===== config.mk =====
export PLATFORM = sky130hd
export DESIGN_NAME = button_event_gen_flat
export DESIGN_NICKNAME = d
export VERILOG_FILES = /design/src/rtl/btn_pkg.sv /design/src/rtl/button_event_gen_if.sv /design/src/rtl/tick_prescaler.sv /design/src/rtl/button_event_gen.sv /design/src/flat_wrapper.sv
export SDC_FILE = /design/constraint.sdc
export NUM_CORES = 1
export LEC_CHECK = 0
export ABC_AREA = 1
export BUFFER_PORTS_ARGS = -buffer_cell sky130_fd_sc_hd__buf_2
export CELL_PAD_IN_SITES_DETAIL_PLACEMENT = 0
export CELL_PAD_IN_SITES_GLOBAL_PLACEMENT = 2
export CORE_MARGIN = 3
export CORE_UTILIZATION = 39
export DETAILED_ROUTE_END_ITERATION = 10
export HOLD_SLACK_MARGIN = 0.08
export PLACE_DENSITY = 0.93
export RECOVER_POWER = 50
export SLEW_MARGIN = 20
export SYNTH_ARGS = -nofsm -noshare
export SYNTH_HDL_FRONTEND = slang
export SYNTH_HIERARCHICAL = 1
export SYNTH_SLANG_ARGS = --single-unit

===== constraint.sdc =====
create_clock -name clock -period 6 [get_ports clock]
set_clock_uncertainty 0.2 [all_clocks]
set_input_delay 0.9 -clock clock [delete_from_list [all_inputs] [get_ports clock]]
set_output_delay 0.9 -clock clock [all_outputs]
set_load 0.02 [all_outputs]

===== src/rtl/btn_pkg.sv =====
// rtl/btn_pkg.sv - shared types and default constants for the button event generator
package btn_pkg;

    localparam logic [1:0] ENC_IDLE    = 2'd0;
    localparam logic [1:0] ENC_PRESSED = 2'd1;
    localparam logic [1:0] ENC_LONG    = 2'd2;

    typedef enum logic [1:0] {
        IDLE    = ENC_IDLE,
        PRESSED = ENC_PRESSED,
        LONG    = ENC_LONG
    } btn_state_e;

    localparam int DEF_TICK_BITS    = 10;
    localparam int DEF_LONG_TICKS   = 500;
    localparam int DEF_REPEAT_TICKS = 100;
    localparam int CNT_W            = 16;
    localparam int PRESS_CNT_W      = 8;

endpackage


===== src/rtl/button_event_gen_if.sv =====
// rtl/button_event_gen_if.sv - debounced button level in, event pulses and press count out
interface button_event_gen_if;
    import btn_pkg::*;

    logic                   btn_n;
    logic                   held;
    logic                   press_pulse;
    logic                   release_pulse;
    logic                   long_pulse;
    logic                   repeat_pulse;
    logic [PRESS_CNT_W-1:0] press_count;

    modport master (
        output btn_n,
        input  held, press_pulse, release_pulse, long_pulse, repeat_pulse, press_count
    );

    modport slave (
        input  btn_n,
        output held, press_pulse, release_pulse, long_pulse, repeat_pulse, press_count
    );

endinterface


===== src/rtl/tick_prescaler.sv =====
// rtl/tick_prescaler.sv - free-running prescaler, tick while the count is all-ones
module tick_prescaler
    import btn_pkg::*;
#(
    parameter int TICK_BITS = DEF_TICK_BITS
) (
    input  logic clock,
    input  logic reset_n,
    output logic tick
);

    logic [TICK_BITS-1:0] r_count;

    always_ff @(posedge clock or negedge reset_n) begin
        if (!reset_n) begin
            r_count <= '0;
        end else begin
            r_count <= r_count + TICK_BITS'(1);
        end
    end

    assign tick = &r_count;

endmodule


===== src/rtl/button_event_gen.sv =====
// rtl/button_event_gen.sv - turns the debounced button level into press/release/long/repeat pulses
module button_event_gen
    import btn_pkg::*;
#(
    parameter int TICK_BITS    = DEF_TICK_BITS,
    parameter int LONG_TICKS   = DEF_LONG_TICKS,
    parameter int REPEAT_TICKS = DEF_REPEAT_TICKS
) (
    input  logic               clock,
    input  logic               reset_n,
    button_event_gen_if.slave  bus
);

    localparam logic [CNT_W-1:0] LONG_LAST   = CNT_W'(LONG_TICKS - 1);
    localparam logic [CNT_W-1:0] REPEAT_LAST = CNT_W'(REPEAT_TICKS - 1);

    btn_state_e             r_state;
    btn_state_e             w_next_state;
    logic [CNT_W-1:0]       r_hold_cnt;
    logic [CNT_W-1:0]       w_next_hold_cnt;
    logic [CNT_W-1:0]       r_rpt_cnt;
    logic [CNT_W-1:0]       w_next_rpt_cnt;
    logic                   r_prev;
    logic                   r_held;
    logic                   r_press_pulse;
    logic                   r_release_pulse;
    logic                   r_long_pulse;
    logic                   r_repeat_pulse;
    logic [PRESS_CNT_W-1:0] r_press_count;

    logic w_tick;
    logic w_pressed;
    logic w_rise;
    logic w_fall;
    logic w_press_nx;
    logic w_release_nx;
    logic w_long_nx;
    logic w_repeat_nx;

    tick_prescaler #(
        .TICK_BITS (TICK_BITS)
    ) u_prescaler (
        .clock   (clock),
        .reset_n (reset_n),
        .tick    (w_tick)
    );

    assign w_pressed = ~bus.btn_n;
    assign w_rise    = w_pressed & ~r_prev;
    assign w_fall    = ~w_pressed & r_prev;

    // Release is checked before the tick so a release landing on a tick edge never fires long/repeat.
    always_comb begin
        w_next_state    = r_state;
        w_next_hold_cnt = r_hold_cnt;
        w_next_rpt_cnt  = r_rpt_cnt;
        w_press_nx      = 1'b0;
        w_release_nx    = 1'b0;
        w_long_nx       = 1'b0;
        w_repeat_nx     = 1'b0;
        case (r_state)
            IDLE: begin
                if (w_rise) begin
                    w_next_state    = PRESSED;
                    w_press_nx      = 1'b1;
                    w_next_hold_cnt = '0;
                end
            end
            PRESSED: begin
                if (w_fall) begin
                    w_next_state = IDLE;
                    w_release_nx = 1'b1;
                end else if (w_tick) begin
                    if (r_hold_cnt == LONG_LAST) begin
                        w_next_state   = LONG;
                        w_long_nx      = 1'b1;
                        w_next_rpt_cnt = '0;
                    end else begin
                        w_next_hold_cnt = r_hold_cnt + CNT_W'(1);
                    end
                end
            end
            LONG: begin
                if (w_fall) begin
                    w_next_state = IDLE;
                    w_release_nx = 1'b1;
                end else if (w_tick) begin
                    if (r_rpt_cnt == REPEAT_LAST) begin
                        w_repeat_nx    = 1'b1;
                        w_next_rpt_cnt = '0;
                    end else begin
                        w_next_rpt_cnt = r_rpt_cnt + CNT_W'(1);
                    end
                end
            end
            default: begin
                w_next_state = IDLE;
            end
        endcase
    end

    always_ff @(posedge clock or negedge reset_n) begin
        if (!reset_n) begin
            r_state         <= IDLE;
            r_hold_cnt      <= '0;
            r_rpt_cnt       <= '0;
            r_prev          <= 1'b0;
            r_held          <= 1'b0;
            r_press_pulse   <= 1'b0;
            r_release_pulse <= 1'b0;
            r_long_pulse    <= 1'b0;
            r_repeat_pulse  <= 1'b0;
            r_press_count   <= '0;
        end else begin
            r_state         <= w_next_state;
            r_hold_cnt      <= w_next_hold_cnt;
            r_rpt_cnt       <= w_next_rpt_cnt;
            r_prev          <= w_pressed;
            r_held          <= (w_next_state != IDLE);
            r_press_pulse   <= w_press_nx;
            r_release_pulse <= w_release_nx;
            r_long_pulse    <= w_long_nx;
            r_repeat_pulse  <= w_repeat_nx;
            r_press_count   <= r_press_count + PRESS_CNT_W'(w_press_nx | w_repeat_nx);
        end
    end

    assign bus.held          = r_held;
    assign bus.press_pulse   = r_press_pulse;
    assign bus.release_pulse = r_release_pulse;
    assign bus.long_pulse    = r_long_pulse;
    assign bus.repeat_pulse  = r_repeat_pulse;
    assign bus.press_count   = r_press_count;

endmodule

===== src/flat_wrapper.sv =====
// flat-port wrapper written by rule: the top's interface ports become plain ports
module button_event_gen_flat import btn_pkg::*;
#(
    parameter int TICK_BITS    = DEF_TICK_BITS,
    parameter int LONG_TICKS   = DEF_LONG_TICKS,
    parameter int REPEAT_TICKS = DEF_REPEAT_TICKS
)
  (clock, reset_n, bus_btn_n, bus_held, bus_press_pulse, bus_release_pulse, bus_long_pulse, bus_repeat_pulse, bus_press_count);
  button_event_gen_if bus_i ();
  input  logic clock;
  input  logic reset_n;
  input wire logic [$bits(bus_i.btn_n)-1:0] bus_btn_n;
  output wire logic [$bits(bus_i.held)-1:0] bus_held;
  output wire logic [$bits(bus_i.press_pulse)-1:0] bus_press_pulse;
  output wire logic [$bits(bus_i.release_pulse)-1:0] bus_release_pulse;
  output wire logic [$bits(bus_i.long_pulse)-1:0] bus_long_pulse;
  output wire logic [$bits(bus_i.repeat_pulse)-1:0] bus_repeat_pulse;
  output wire logic [$bits(bus_i.press_count)-1:0] bus_press_count;
  assign bus_i.btn_n = bus_btn_n;
  assign bus_held = bus_i.held;
  assign bus_press_pulse = bus_i.press_pulse;
  assign bus_release_pulse = bus_i.release_pulse;
  assign bus_long_pulse = bus_i.long_pulse;
  assign bus_repeat_pulse = bus_i.repeat_pulse;
  assign bus_press_count = bus_i.press_count;
  button_event_gen #(.TICK_BITS(TICK_BITS), .LONG_TICKS(LONG_TICKS), .REPEAT_TICKS(REPEAT_TICKS)) u_core (.clock(clock), .reset_n(reset_n), .bus(bus_i));
endmodule

Word level (Yosys, flattened, before mapping)
Index checks and enable logic that the tools add are counted.

operators by class
  shift-type cells = 0
  $add $sub $neg = 4
  order comparisons = 0
  eq/ne operators = 11
  bitwise operators = 5
  $mul = 0
  muxes and demuxes = 30
  div/mod/pow operators = 0
  reductions and logical operators = 8

operators by type and width
  cell                                                                    number
  16-bit two-way mux                                                      10
  16-bit one-hot mux with 2 select lines                                  2
  16-bit by 1-bit adder with 16-bit output, second input constant         2
  16-bit by 7-bit equality test with 1-bit output, second input constant  1
  16-bit by 9-bit equality test with 1-bit output, second input constant  1
  1-bit two-way mux                                                       12
  10-bit by 1-bit adder with 10-bit output, second input constant         1
  2-bit two-way mux                                                       5
  2-bit != test, second input constant                                    5
  10-bit AND reduction                                                    1
  8-bit adder                                                             1
  2-bit one-hot mux with 3 select lines                                   1
  6-bit AND reduction                                                     1
  2-bit nonzero test                                                      3
  5-bit AND reduction                                                     1
  2-bit by 1-bit != test with 1-bit output, second input constant         2
  1-bit bitwise AND                                                       2
  2-bit by 1-bit equality test with 1-bit output, second input constant   1
  2-bit equality test, second input constant                              1
  2-bit zero test                                                         1
  1-bit NOT                                                               2
  2-bit OR reduction                                                      1
  1-bit OR                                                                1

word-level totals
  logic and storage cells = 69
  input bits = 3
  flip-flop bits (word level) = 58
  ROM bits = 0
  output and inout bits = 13
  memory bits (writable) = 0
  memories kept = 0
  bits in latches = 0

Depth between registers and ports, before layout
Gate-level depths: netlist (run 1).

  depth in word-level cells = 7
  gate-level depth with buffers = 12
  gate-level depth less buffers = 12

By module
The synthesis (run 1) kept the hierarchy.

by module, submodules not included
  module            area each (µm²)  instances  seq. area each (µm²)  cells each
  button_event_gen  2,944.1          1          1,201.2               392
  tick_prescaler    460.4            1          250.2                 52

Worst setup path before layout (run 1)
OpenSTA, ideal clock, no wires.

  kind = register to register
  start = register u_core.u_prescaler.r_count[0]
  end = register u_core.r_press_count[7] (netlist: u_core/bus.press_count[7])
  clock period less this slack = 2,351 ps
  slack = 3,649 ps
  cell stages (with the launch flop) = 13
  data required time = 5,672 ps
  arrival = 2,023 ps
  library setup time = 128 ps
  buffers on the path = 0
  cell sequence = dfrtp_1 -> ha_1 -> nand3_2 -> nor2_2 -> nand2_1 -> nor2_1 -> nand3_1 -> o21ai_0 -> ha_1 -> nand3_1 -> nor3_1 -> nand3_1 -> xnor2_1

between the ends
  word-level cells in the longest chain between the ends = 6

RTL lines
  item                     RTL line                 RTL
  start, declared          tick_prescaler.sv:12     logic [TICK_BITS-1:0] r_count;
  start signal, assigned   tick_prescaler.sv:18     r_count <= r_count + TICK_BITS'(1);
  10-bit AND reduction     tick_prescaler.sv:22     assign tick = &r_count;
  named net u_core.w_tick  button_event_gen.sv:31   logic w_tick;
  1-bit two-way mux        button_event_gen.sv:87   end else if (w_tick) begin
  1-bit two-way mux        button_event_gen.sv:84   if (w_fall) begin
  1-bit two-way mux        button_event_gen.sv:61   case (r_state)
  1-bit OR                 button_event_gen.sv:124  r_press_count <= r_press_count + PRESS_CNT_W'(w_press_nx | w_repeat_nx);
  8-bit adder              button_event_gen.sv:124
  end signal, assigned     button_event_gen.sv:124
  end, declared            button_event_gen.sv:29   logic [PRESS_CNT_W-1:0] r_press_count;

The timed path passes the listed nets, and every way through them passes these cells.
A chain may end at the register's enable or synchronous reset.

==> results.toml, run 1 <==
[cts]
cts_hold_buf = 0
path_clk_slew_ns = 0.06
clock-sinks = 58
postCtsResizedCells = 0
insertion_delay_ns = 0.33
cts_root_buffer = "clkbuf_8"
cts_buffer_depth = 2
tritoncts = "done"
cts_inserted_buffers = 9
post-cts-setup-buffers = 0
htree_levels = 3

[layout]
area_growth_pct = 8.82
fin_nets = 475
multiInputGateArea_um2 = 1680
drive_above_1_share_pct = 12.4
instances_no_fill = 572
fillers = 855
seqCellArea_um2 = 1450
n_antenna_cell = 0

[critical_path]
r2r.worst_path.cells = 11
critPathMaxStageDelay_ns = 2.19
crit_family = "buffers and inverters"
cp.required_ns = 5.54
cp_num_buf_inv = 2
cp_slowest_cell = "clkbuf_1"
crit_fanout = 58
cp.depth = 2
crit_type = "in -> async"
reg2reg_setup_slack_ns = 3.12
path_cells = "buf_2, clkbuf_1"
crit_arrival_ns = 3.20
crit_path_start_kind = "input pin"
endpoint_kind = "async pin"
rr_startpoint = "u_core/u_prescaler/r_count[0]"
crit-reg2reg-capture = "u_core/r_hold_cnt[2]"

[route]
drtPass1Iterations = 4
drt_iter0_drc = 138
route.detailed.drc = 0
viasPerCell = 4.99
wl_per_cell_um = 12.7
antenna_left = 0
dr_total_vias = 2853
routed_wl_um = 7260

[outcome]
violations = "max-capacitance violations, max-slew violations"
status = "complete, but fails checks"

[sta]
worstMarginPinSlew_ns = 3.12
rsz0062_at_grt = "no"
finalSetupViolations = 0
tns_ns = 0
slew-limit-headroom_pct = -108
slew_violations = 59
hold_viol = 0
layout_min_cycle_time_ns = 3.66
fmax_mhz = 273
fin_crit_sh_pct = 61.0

[yosys]
synth_mux_area_share_pct = 0
synth_common_cells = "nand2_1, dfrtp_1, nor2_1, inv_1, nand3_1"
yosys-top-cells-area = "dfrtp_1, nand2_1, nand3_1, nor2_1, inv_1"
synth_enable_flop_cells = 0
synthSimpleGateAreaFrac_pct = 33.9
postSynth.asyncResetShare_pct = 100
synth.most_common_cell = "nand2_1"
syn_inst = 444
synth_xor_area_share_pct = 4.89
ys_types = 35
avgSynthCellArea_um2 = 7.67
synth_compound_area_share_pct = 7.83
synth_nets = 456
ys_seq_elements = 58
synth_area_um2 = 3400
synth_flop_cell = "dfrtp_1"
synthAdderAreaFrac_pct = 3.31
yosysTopAreaCellShare_pct = 42.6
yosysWarnings = 6
synth_top_family_by_area = "simple AND/OR/NAND/NOR gates"
ys_seq_area_share_pct = 42.6
synth_area_leader_cell = "dfrtp_1"

[grt]
gr-total-overflow = 0
first_global_vias = 2808
antenna_found_initial = 0
grt_use_total_pct = 16.3
grt_pass1_wl_um = 13100
grt_max_degree = 59

[pwr]
p_sw_share_pct = 33.8
p_comb_share_pct = 21.6
power_uw = 986
p_leak_uw = 0.00174
intPower_uw = 652
seq_power_share_pct = 46.5
p_per_area_nw_per_um2 = 266
switching_power_uw = 334
p_clk_share_pct = 31.9
vdd_drop_max_v = 0.000210

[placed_design]
port-buffer-count = 15
dp_hpwl_um = 5180
place_congestion = 0.759
dpl.cell_count = 557

[job]
timing.max_cap.violations = 1

[min_path]
hold_path.class = "reg -> reg"
min_to = "u_core/u_prescaler/r_count[0]"
hold_start = "u_core/u_prescaler/r_count[0]"
worstHoldPathCells = 1

[floorplanning]
die_h_um = 99.4
die_x_um = 99.4
start_util_pct = 40.8
rows = 33
die_area_um2 = 9890
coreArea_um2 = 8340
pin_count = 16
==> power by group through the flow <==
stage	Combinational (uW)	Sequential (uW)	Clock [uW]
finish	213	459	315
global route	239	464	351
CTS	218	459	328
detailed placement	218	466	0
global placement	214	465	0
floorplan	125	495	0
==> area by class of cell <==
cell class / instances / share of cell area [%]
inverters: 51 / 5.27
flip-flops and latches: 58 / 39.2
multi-input cells: 327 / 45.3
clock inverters: 3 / 0.405
repair buffers: 16 / 2.09
clock buffers: 12 / 4.19
well taps: 105 / 3.55
==> layer usage <==
metal	vias up	track usage, %	part of all wire (%)
li1	1464	-	-
met1	1345	20.6	46
met2	40	28.0	49
met3	4	4.07	3.6
met4	0	4.31	0.62
met5	-	0	0
==> registers in the layout (all words and copies together) (netlist names) <==
signal and count:
u_core/u_prescaler/r_count 10, u_core/bus.release_pulse 1, u_core/bus.long_pulse 1, u_core/bus.press_pulse 1, u_core/r_rpt_cnt 16, u_core/bus.press_count 8
u_core/bus.held 1, u_core/r_state 2, u_core/bus.repeat_pulse 1, u_core/r_hold_cnt 16, u_core/r_prev 1
==> cell usage in the layout, fill, tap and decap left out, drive strengths merged <==
cell    count
nand3      47
inv        50
o21bai      2
dfrtp      58
clkbuf     14
a21o        1
o21ai      36
nand3b      1
and2        1
or2         1
nand2     127
xor2       16
clkinv      4
nand4      11
nor4        2
buf        14
a21boi      1
ha          9
nor3       14
a21oi       3
nor2       52
xnor2       3
==> cells by family (layout without fill, tap and decap cells) <==
kind of cell,Yosys count,in the layout
and+or+nand+nor,256,256
buffers and inverters,59,82
DFF,58,58
AOI/OAI and AO/OA,43,43
xor gates and xnor gates,19,19
adders and majority gates,9,9
==> worst max-delay path by stage <==
stage | startpoint | to
after floorplan | u_core/u_prescaler/r_count[0] | u_core/bus.press_count[7]
after global placement | u_core/r_state[1] | u_core/r_hold_cnt[2]
after detailed placement | u_core/r_state[1] | u_core/r_hold_cnt[2]
after CTS | u_core/u_prescaler/r_count[0] | u_core/r_hold_cnt[2]
after global routing | reset_n | u_core/r_hold_cnt[14]
final | reset_n | u_core/r_rpt_cnt[12]
==> through the flow <==
| step | util [%] | instance area, um^2 | worst slack [ns] | hold WS (ns) |
|---|---|---|---|---|
| finish | 44.4 | 3700 | 2.34 | 0.261 |
| floorplan | - | 3400 | 3.65 | 0.242 |
| detailed placement | 42.7 | 3560 | 3.15 | 0.274 |
| global placement | 42.7 | 3560 | 3.24 | 0.255 |
| CTS | 44.7 | 3730 | 3.13 | 0.286 |
| global route | 44.4 | 3700 | 1.74 | 0.296 |
Note: power is estimated with default switching activity, not from simulation.
==> run 2, diff against run 1 <==
--- a/config.mk
+++ b/config.mk
@@ -10,10 +10,10 @@
 export CELL_PAD_IN_SITES_DETAIL_PLACEMENT = 0
 export CELL_PAD_IN_SITES_GLOBAL_PLACEMENT = 2
 export CORE_MARGIN = 3
-export CORE_UTILIZATION = 39
+export CORE_UTILIZATION = 36
 export DETAILED_ROUTE_END_ITERATION = 10
 export HOLD_SLACK_MARGIN = 0.08
-export PLACE_DENSITY = 0.93
+export PLACE_DENSITY = 0.87
 export RECOVER_POWER = 50
 export SLEW_MARGIN = 20
 export SYNTH_ARGS = -nofsm -noshare
==> constraint.sdc (replaced) <==
create_clock -name clock -period 3.4 [get_ports clock]
set_clock_uncertainty 0.2 [all_clocks]
set_input_delay 0.51 -clock clock [delete_from_list [all_inputs] [get_ports clock]]
set_output_delay 0.51 -clock clock [all_outputs]
set_load 0.02 [all_outputs]
==> results.toml, run 2 (synthesis gave the netlist of run 1 again) <==
[outcome]
status = "complete, no violations"

[min_path]
min_to = "u_core/r_prev"
hold_path.class = "in -> reg"
hold_start = "bus_btn_n"
worstHoldPathCells = 2

[sta]
worst_slack_ns = 0.706
slew_violations = 0
fmax_mhz = 371
tns_ns = 0
hold_viol = 0
rsz0062_at_grt = "no"
hold-worst-slack_ns = 0.161
slew-limit-headroom_pct = 18.6
layout_min_cycle_time_ns = 2.69
fin_crit_sh_pct = 79.2
finalSetupViolations = 0
worstMarginPinSlew_ns = 1.22

[cts]
insertion_delay_ns = 0.34
cts_inserted_buffers = 9
htree_levels = 3
cts_buffer_depth = 2
path_clk_slew_ns = 0.07
clock-sinks = 58
tritoncts = "done"
cts_root_buffer = "clkbuf_8"

[grt]
gr-total-overflow = 0
grt_use_total_pct = 15.9
grt_max_degree = 38
first_global_vias = 2709
antenna_found_initial = 0
grt_pass1_wl_um = 13200

[floorplanning]
die_area_um2 = 10700
rows = 34
die_x_um = 103
die_h_um = 103
coreArea_um2 = 8930
start_util_pct = 38.1
pin_count = 16

[route]
antenna_left = 0
viasPerCell = 4.82
dr_total_vias = 2798
routed_wl_um = 7530
wl_per_cell_um = 13.0
drt_iter0_drc = 95
routed-wl-met3_um = 171
top_layer_used = "met4"
wl_met1_um = 3650
route.detailed.drc = 0
wl_met2_um = 3680
drtPass1Iterations = 6

[pwr]
vdd_drop_max_v = 0.000374
p_per_area_nw_per_um2 = 505
p_leak_uw = 0.00174
power_uw = 1910

[layout]
final_cell_mix = "nand2_1, dfrtp_1, nor2_1, nand3_1, inv_1"
area_growth_pct = 10.9
reg.largest.list = "u_core/r_hold_cnt: 16 flops, u_core/r_rpt_cnt: 16 flops, u_core/u_prescaler/r_count: 10 flops"
n_antenna_cell = 0
layout_commonest_cell = "nand2_1"
drive_above_1_share_pct = 10.6
fin_nets = 479

[critical_path]
crit_arrival_ns = 2.72
crit_path_start_kind = "register"
crit_fanout = 3
reg2reg_setup_slack_ns = 0.71
cp.required_ns = 3.42
endpoint_kind = "register"
rr_startpoint = "u_core/u_prescaler/r_count[0]"
r2r.worst_path.cells = 12
crit-reg2reg-capture = "u_core/bus.press_count[7]"
crit_type = "reg -> reg"

[placed_design]
place_congestion = 0.845
dp_hpwl_um = 5570
dp_slack_ns = 0.712
port-buffer-count = 15

[job]
timing.max_cap.violations = 0
==> run 2: cell count changes in the layout (fill, tap and decap cells not counted) <==
| cell | delta |
|---|---|
| bufinv_16 | +2 |
| buf_2 | -14 |
| clkbuf_1 | +12 |
| clkbuf_8 | -1 |
| buf_4 | +4 |
| dlygate4sd3_1 | +1 |
| clkinv_2 | +1 |
==> run 2: report_power, final <==
| part | total [uW] | switching, uW | leakage [uW] | internal (uW) |
|---|---|---|---|---|
| Combinational | 384 | 280 | 0.000856 | 104 |
| Sequential | 811 | 57.5 | 0.000768 | 754 |
| Clock | 711 | 283 | 0.000116 | 428 |
| Total | 1910 | 621 | 0.00174 | 1290 |
==> run 2: worst max path at each step <==
stage | end | startpoint | slack [ns] | cells past startpoint
3_3_place_gp | u_core/bus.press_count[7] | u_core/u_prescaler/r_count[0] | 0.74 | 12
5_1_grt | u_core/bus.press_count[7] | u_core/u_prescaler/r_count[0] | 0.38 | 12
6_report | u_core/bus.press_count[7] | u_core/u_prescaler/r_count[0] | 0.71 | 12
4_1_cts | u_core/bus.press_count[7] | u_core/u_prescaler/r_count[0] | 0.71 | 12
2_1_floorplan | u_core/bus.press_count[7] | u_core/u_prescaler/r_count[0] | 1.05 | 12
3_5_place_dp | u_core/bus.press_count[7] | u_core/u_prescaler/r_count[0] | 0.71 | 12
==> run 2: cell type report <==
cell class | count | area [um^2]
clock inverters | 6 | 80.1
clock buffers | 10 | 138
flip-flops and latches | 58 | 1450
repair buffers | 20 | 96.3
multi-input cells | 327 | 1680
well taps | 108 | 135
inverters | 51 | 195
fillers | 929 | 5160
==> run 2: routing by layer <==
layer,GRT usage (%),vias to the layer above
met4,4.78,0
met3,4.16,2
li1,-,1471
met5,0,-
met2,25.9,24
met1,21.0,1301
==> run 2: critical path: stages, from the launching register on <==
cell and delay, ns:
dfrtp_1 0.37, ha_1 0.19, nand3_1 0.14, nor2_1 0.19, nand2_1 0.09, nor2_1 0.19
nand3_1 0.14, o21ai_0 0.22, ha_1 0.22, nand3_1 0.11, nor3_1 0.26, nand3_1 0.13
xnor2_1 0.14
==> run 2: through the flow <==
stage	util, %	cell area (um^2)	cells
2_1_floorplan	-	3400	444
3_3_place_gp	40.1	3590	563
3_5_place_dp	40.1	3590	563
4_1_cts	42.7	3810	580
5_1_grt	42.3	3770	580
6_report	42.3	3770	580
==> run 2: repair_timing <==
action / CTS / global route
buffers inserted: 0 / 0
endpoints found under the hold margin: 21 / 0
gates resized for setup: 0 / 0
endpoints found under the setup margin: 0 / 0
hold buffers: 1 / 0
